`src/rtl/zrb_uart_pkg.sv`:
```
// Shared definitions for the UART transmit path: arbiter state encoding and default
// header/abort byte values.
package zrb_uart_pkg;

  typedef enum logic [1:0] {
    ST_IDLE   = 2'd0,
    ST_HEADER = 2'd1,
    ST_DATA   = 2'd2,
    ST_ABORT  = 2'd3
  } arb_state_t;

  localparam logic [7:0] DEF_HEADER_BASE = 8'hA0;
  localparam logic [7:0] DEF_ABORT_BYTE  = 8'h18;

endpackage

```
`src/rtl/zrb_rr_pick.sv`:
```
// Combinational round-robin picker: returns the first valid index above last_grant,
// wrapping modulo NUM_REQ, plus a flag telling whether any request is valid.
module zrb_rr_pick #(
  parameter  int IDX_W   = 2,
  localparam int NUM_REQ = 1 << IDX_W
) (
  input  logic [NUM_REQ-1:0] valid,
  input  logic [IDX_W-1:0]   last_grant,
  output logic [IDX_W-1:0]   idx,
  output logic               any
);

  logic [IDX_W-1:0] cand;

  // NOTE: every output of a combinational block gets a default first, so no path
  // leaves a value unassigned and no latch is inferred.
  always_comb begin
    idx  = '0;
    any  = 1'b0;
    cand = '0;
    // The IDX_W-bit add wraps naturally; i == NUM_REQ revisits last_grant itself.
    for (int i = 1; i <= NUM_REQ; i++) begin
      cand = last_grant + IDX_W'(i);
      if (!any && valid[cand]) begin
        idx = cand;
        any = 1'b1;
      end
    end
  end

endmodule

```
`src/rtl/zrb_tx_arbiter.sv`:
```
// Packet-level round-robin arbiter feeding the UART TX FIFO: prefixes each packet with
// a source header byte and cuts off a stalled requester with an abort byte.
module zrb_tx_arbiter
  import zrb_uart_pkg::*;
#(
  parameter  int               IDX_W       = 2,
  parameter  logic [7:0]       HEADER_BASE = DEF_HEADER_BASE,
  parameter  logic [7:0]       ABORT_BYTE  = DEF_ABORT_BYTE,
  parameter  int               TMO_W       = 16,
  parameter  logic [TMO_W-1:0] TIMEOUT     = 16'd50000,
  localparam int               NUM_REQ     = 1 << IDX_W
) (
  input  logic                 clk,
  input  logic                 reset,
  input  logic [NUM_REQ-1:0]   req_valid,
  input  logic [8*NUM_REQ-1:0] req_data,
  input  logic [NUM_REQ-1:0]   req_last,
  output logic [NUM_REQ-1:0]   req_ready,
  input  logic                 fifo_full,
  output logic                 fifo_wr_en,
  output logic [7:0]           fifo_wr_data,
  output logic                 grant_valid,
  output logic [IDX_W-1:0]     grant_idx,
  output logic                 abort
);

  localparam logic [TMO_W-1:0] TMO_LAST = TIMEOUT - 1'b1;

  arb_state_t       state, state_next;
  logic [IDX_W-1:0] last_grant;
  logic [TMO_W-1:0] timer, timer_next;
  logic [IDX_W-1:0] pick_idx;
  logic             pick_any;
  logic             pkt_done;

  zrb_rr_pick #(.IDX_W(IDX_W)) u_pick (
    .valid      (req_valid),
    .last_grant (last_grant),
    .idx        (pick_idx),
    .any        (pick_any)
  );

  always_comb begin
    state_next   = state;
    timer_next   = timer;
    pkt_done     = 1'b0;
    req_ready    = '0;
    fifo_wr_en   = 1'b0;
    fifo_wr_data = '0;
    unique case (state)
      ST_IDLE: begin
        if (pick_any) state_next = ST_HEADER;
      end
      ST_HEADER: begin
        if (!fifo_full) begin
          fifo_wr_en   = 1'b1;
          fifo_wr_data = HEADER_BASE + 8'(grant_idx);
          timer_next   = '0;
          state_next   = ST_DATA;
        end
      end
      ST_DATA: begin
        req_ready[grant_idx] = !fifo_full;
        if (req_valid[grant_idx]) begin
          // A full FIFO with data pending is back-pressure, not a stall: timer holds.
          if (!fifo_full) begin
            fifo_wr_en   = 1'b1;
            fifo_wr_data = req_data[8*grant_idx +: 8];
            timer_next   = '0;
            if (req_last[grant_idx]) begin
              pkt_done   = 1'b1;
              state_next = ST_IDLE;
            end
          end
        end else if (timer == TMO_LAST) begin
          state_next = ST_ABORT;
        end else begin
          timer_next = timer + 1'b1;
        end
      end
      ST_ABORT: begin
        if (!fifo_full) begin
          fifo_wr_en   = 1'b1;
          fifo_wr_data = ABORT_BYTE;
          pkt_done     = 1'b1;
          state_next   = ST_IDLE;
        end
      end
      default: state_next = ST_IDLE;
    endcase
  end

  // NOTE: sequential state uses non-blocking assignments so every register samples
  // pre-edge values regardless of statement order.
  always_ff @(posedge clk or posedge reset) begin
    if (reset) begin
      state       <= ST_IDLE;
      last_grant  <= '1;
      timer       <= '0;
      grant_idx   <= '0;
      grant_valid <= 1'b0;
      abort       <= 1'b0;
    end else begin
      state <= state_next;
      timer <= timer_next;
      abort <= (state == ST_ABORT) && !fifo_full;
      if (state == ST_IDLE && pick_any) begin
        grant_idx   <= pick_idx;
        grant_valid <= 1'b1;
      end
      if (pkt_done) begin
        last_grant  <= grant_idx;
        grant_valid <= 1'b0;
      end
    end
  end

endmodule

```
`config.mk`:
```
export PLATFORM = sky130hd
export DESIGN_NAME = zrb_tx_arbiter
export DESIGN_NICKNAME = d
export VERILOG_FILES = /design/src/rtl/zrb_uart_pkg.sv /design/src/rtl/zrb_rr_pick.sv /design/src/rtl/zrb_tx_arbiter.sv
export SDC_FILE = /design/constraint.sdc
export NUM_CORES = 1
export LEC_CHECK = 0
export CAP_MARGIN = 20
export CORE_UTILIZATION = 30
export CTS_CLUSTER_DIAMETER = 60
export CTS_CLUSTER_SIZE = 24
export DETAILED_ROUTE_END_ITERATION = 8
export SYNTH_ARGS = -nofsm -noshare
export SYNTH_HDL_FRONTEND = slang
export SYNTH_SLANG_ARGS = --single-unit
```
`constraint.sdc`:
```
create_clock -name clk -period 5.4 [get_ports clk]
set_clock_uncertainty 0.15 [all_clocks]
set_input_delay 0.81 -clock clk [delete_from_list [all_inputs] [get_ports clk]]
set_output_delay 0.81 -clock clk [all_outputs]
set_load 0.02 [all_outputs]
```
==> flow_summary.json <==
{
  "outcome": "complete, no violations",
  "wl_um": 4580,
  "grt_antenna_before_repair": 0,
  "rsz0062_at_grt": "false",
  "ir_worst_vdd_uv": 226,
  "grt_max_degree": 25,
  "drive_gt1_frac": 0.0943,
  "ios": 60,
  "worstPathMaxFanout": 16,
  "clkLatencyLatePin_ns": 0.27,
  "antenna_left": 0,
  "cp.arrival_ns": 3.11,
  "grt_first_pass_wirelength_um": 7360,
  "drtIter0Drc": 115,
  "max_slew_margin": 0.486,
  "slowest_delay_ns": 0.62,
  "tightest_slew_ns": 0.770,
  "power.switching_w": 0.000428,
  "cts.repair.resized": 0,
  "synth-main-ff-cell": "dfrtp_1",
  "clk_path_buf_depth": 2,
  "gp_congestion": 0.789,
  "p_seq_frac": 0.339,
  "wl_per_cell_um": 14.5,
  "min_from": "timer[15]",
  "timing.rr.end": "timer[6]",
  "cts_tree": "yes",
  "cts_made_buffers": 3,
  "switching_share": 0.443,
  "htreeDepth": 1,
  "r2r_setup_slack_ns": 2.26,
  "seqCellArea_um2": 603,
  "setup_viol": 0,
  "worstHoldEndpoint": "timer[15]",
  "rr_worst_depth": 5,
  "worstSetupStartpointType": "input pin",
  "crit_type": "input pin to output pin",
  "viasPerCell": 5.30,
  "multi_input_area_mm2": 0.00105,
  "drc": 0,
  "nFillCells": 530,
  "yosysUniqueCellTypes": 45,
  "start_util": 0.315,
  "post-cts-setup-buffers": 0,
  "grt_pass1_vias": 1543,
  "drt_pre_antenna_iters": 4,
  "crit_chain": "clkdlybuf4s50_1 > mux4_2 > nand2_1 > nor2_1 > nand2_1 > a21oi_1 > clkdlybuf4s50_1",
  "fin_crit_sh": 0.754,
  "leakage_nw": 0.953,
  "final_cell_mix": "59 x clkdlybuf4s50_1, 23 x nand2_1, 22 x dfrtp_1",
  "dieArea_mm2": 0.00616,
  "place_inst": 311,
  "p_int_w": 0.000537,
  "grt_overflow_total": 0,
  "holdBufCountCts": 0,
  "die_h_um": 78.5,
  "synth_edf_count": 0,
  "syn_nets": 237,
  "hpwl_um": 3380,
  "core-area_mm2": 0.00557,
  "ys_ff_latch": 24,
  "path_clk_slew_ns": 0.09,
  "syn_inst": 193,
  "async_reset_ff_frac": 1.00,
  "final.min_clock_period_ns": 4.07,
  "final_cells": 316,
  "grtUsageTotal": 0.150,
  "power.density_mw_per_mm2": 395,
  "fin_nets": 289,
  "route.vias.total": 1676,
  "combPwrFrac": 0.548,
  "num_rows": 27,
  "maxSlewViolCount": 0,
  "drv_cap": 0,
  "n_antenna_cell": 0,
  "hp-class": "flop to flop",
  "syn_area_mm2": 0.00175,
  "die_x_um": 78.5,
  "numPortBuffers": 59,
  "finalHoldViolCount": 0,
  "tns_ns": 0,
  "clock_power_share": 0.113,
  "syn2layout_area_growth_pct": 39.2,
  "cts_root_buf": "clkbuf_8",
  "layout_commonest_cell": "clkdlybuf4s50_1",
  "avgSynthCellArea_um2": 9.09,
  "end_kind": "output pin",
  "clock-sinks": 24,
  "worstPathRequired_ns": 4.44,
  "rr_startpoint": "grant_idx[0]",
  "cpMaxStageDelayCell": "clkdlybuf4s50_1",
  "whs_path_depth": 1,
  "clock.fmax_mhz": 245,
  "synth_seq_area_share": 0.344,
  "yosysWarnings": 0
}
[critical path: cells and delay by family]
family                 cells  cell delay [ns]
AOI/OAI and AO/OA          1             0.15
buffers and inverters      2             1.19
and+or+nand+nor            3             0.41
muxes                      1             0.55
[metal layers]
metal | global-route usage | part of all wire | up-vias
met5 | 0 | 0 | -
met2 | 0.252 | 0.48 | 51
met4 | 0.0222 | 0.0050 | 0
met3 | 0.0384 | 0.044 | 2
li1 | - | - | 837
met1 | 0.199 | 0.47 | 786
[cell type report]
type / count / share of cell area
multi-input cells: 147 / 0.431
well taps: 72 / 0.0369
flip-flops and latches: 24 / 0.247
repair buffers: 60 / 0.253
clock buffers: 4 / 0.0184
inverters: 9 / 0.0138
[power by group through the flow]
stage | Combinational (W) | Sequential [W] | Clock, W
5_1_grt | 0.000576 | 0.000341 | 0.000120
3_3_place_gp | 0.000525 | 0.000332 | 0
2_1_floorplan | 0.000417 | 0.000278 | 0
6_report | 0.000529 | 0.000327 | 0.000109
3_5_place_dp | 0.000529 | 0.000332 | 0
4_1_cts | 0.000531 | 0.000329 | 0.000113
[worst max path at each step]
| stage | from | endpoint | slack (ns) | cells past startpoint |
|---|---|---|---|---|
| finish | req_valid[3] | fifo_wr_data[7] | 1.33 | 7 |
| CTS | req_valid[3] | fifo_wr_data[7] | 1.34 | 7 |
| global placement | req_valid[3] | fifo_wr_data[5] | 1.42 | 7 |
| floorplan | req_valid[1] | fifo_wr_data[5] | 2.32 | 6 |
| global route | req_valid[3] | fifo_wr_data[5] | 1.22 | 7 |
| detailed placement | req_valid[3] | fifo_wr_data[7] | 1.34 | 7 |
[Yosys cell counts, types with 3 or more instances]
| cell | count | area share |
|---|---|---|
| nor4_1 | 3 | 0.011 |
| nand4_1 | 3 | 0.011 |
| a31oi_1 | 15 | 0.053 |
| inv_1 | 9 | 0.019 |
| o21ai_1 | 6 | 0.017 |
| dfrtp_1 | 22 | 0.31 |
| nand2b_1 | 3 | 0.011 |
| nor2_1 | 15 | 0.032 |
| a21oi_1 | 18 | 0.051 |
| a41oi_1 | 5 | 0.025 |
| nand3_1 | 5 | 0.014 |
| nand2_1 | 23 | 0.049 |
| and3_1 | 7 | 0.025 |
| clkbuf_1 | 10 | 0.021 |
| o21ai_0 | 3 | 0.0086 |
| mux4_2 | 10 | 0.13 |
[per-stage QoR]
step / power (W) / hold WS [ns] / setup slack [ns] / util / instance area, um2
final: 0.000965 / 0.350 / 1.33 / 0.438 / 2440
after CTS: 0.000974 / 0.345 / 1.34 / 0.433 / 2410
after global placement: 0.000857 / 0.326 / 1.42 / 0.425 / 2370
after global routing: 0.00104 / 0.379 / 1.22 / 0.438 / 2440
after floorplan: 0.000695 / 0.295 / 2.32 / - / 1750
after detailed placement: 0.000861 / 0.325 / 1.34 / 0.425 / 2370
[flip-flops by register name (all words and copies together) (netlist names)]
signal / count
timer: 16
grant_idx: 2
last_grant: 2
state: 2
abort: 1
grant_valid: 1
[cell families after synthesis]
family                   count (synthesis)  share of synthesized area
flip-flops                              24                      0.344
multiplexers                            13                      0.147
AO/OA/AOI/OAI                           58                      0.214
buffers and inverters                   22                     0.0563
adder cells (fa/ha/maj)                  1                    0.00713
AND/OR/NAND/NOR                         75                      0.232
Power figures use the tool's default switching activity.
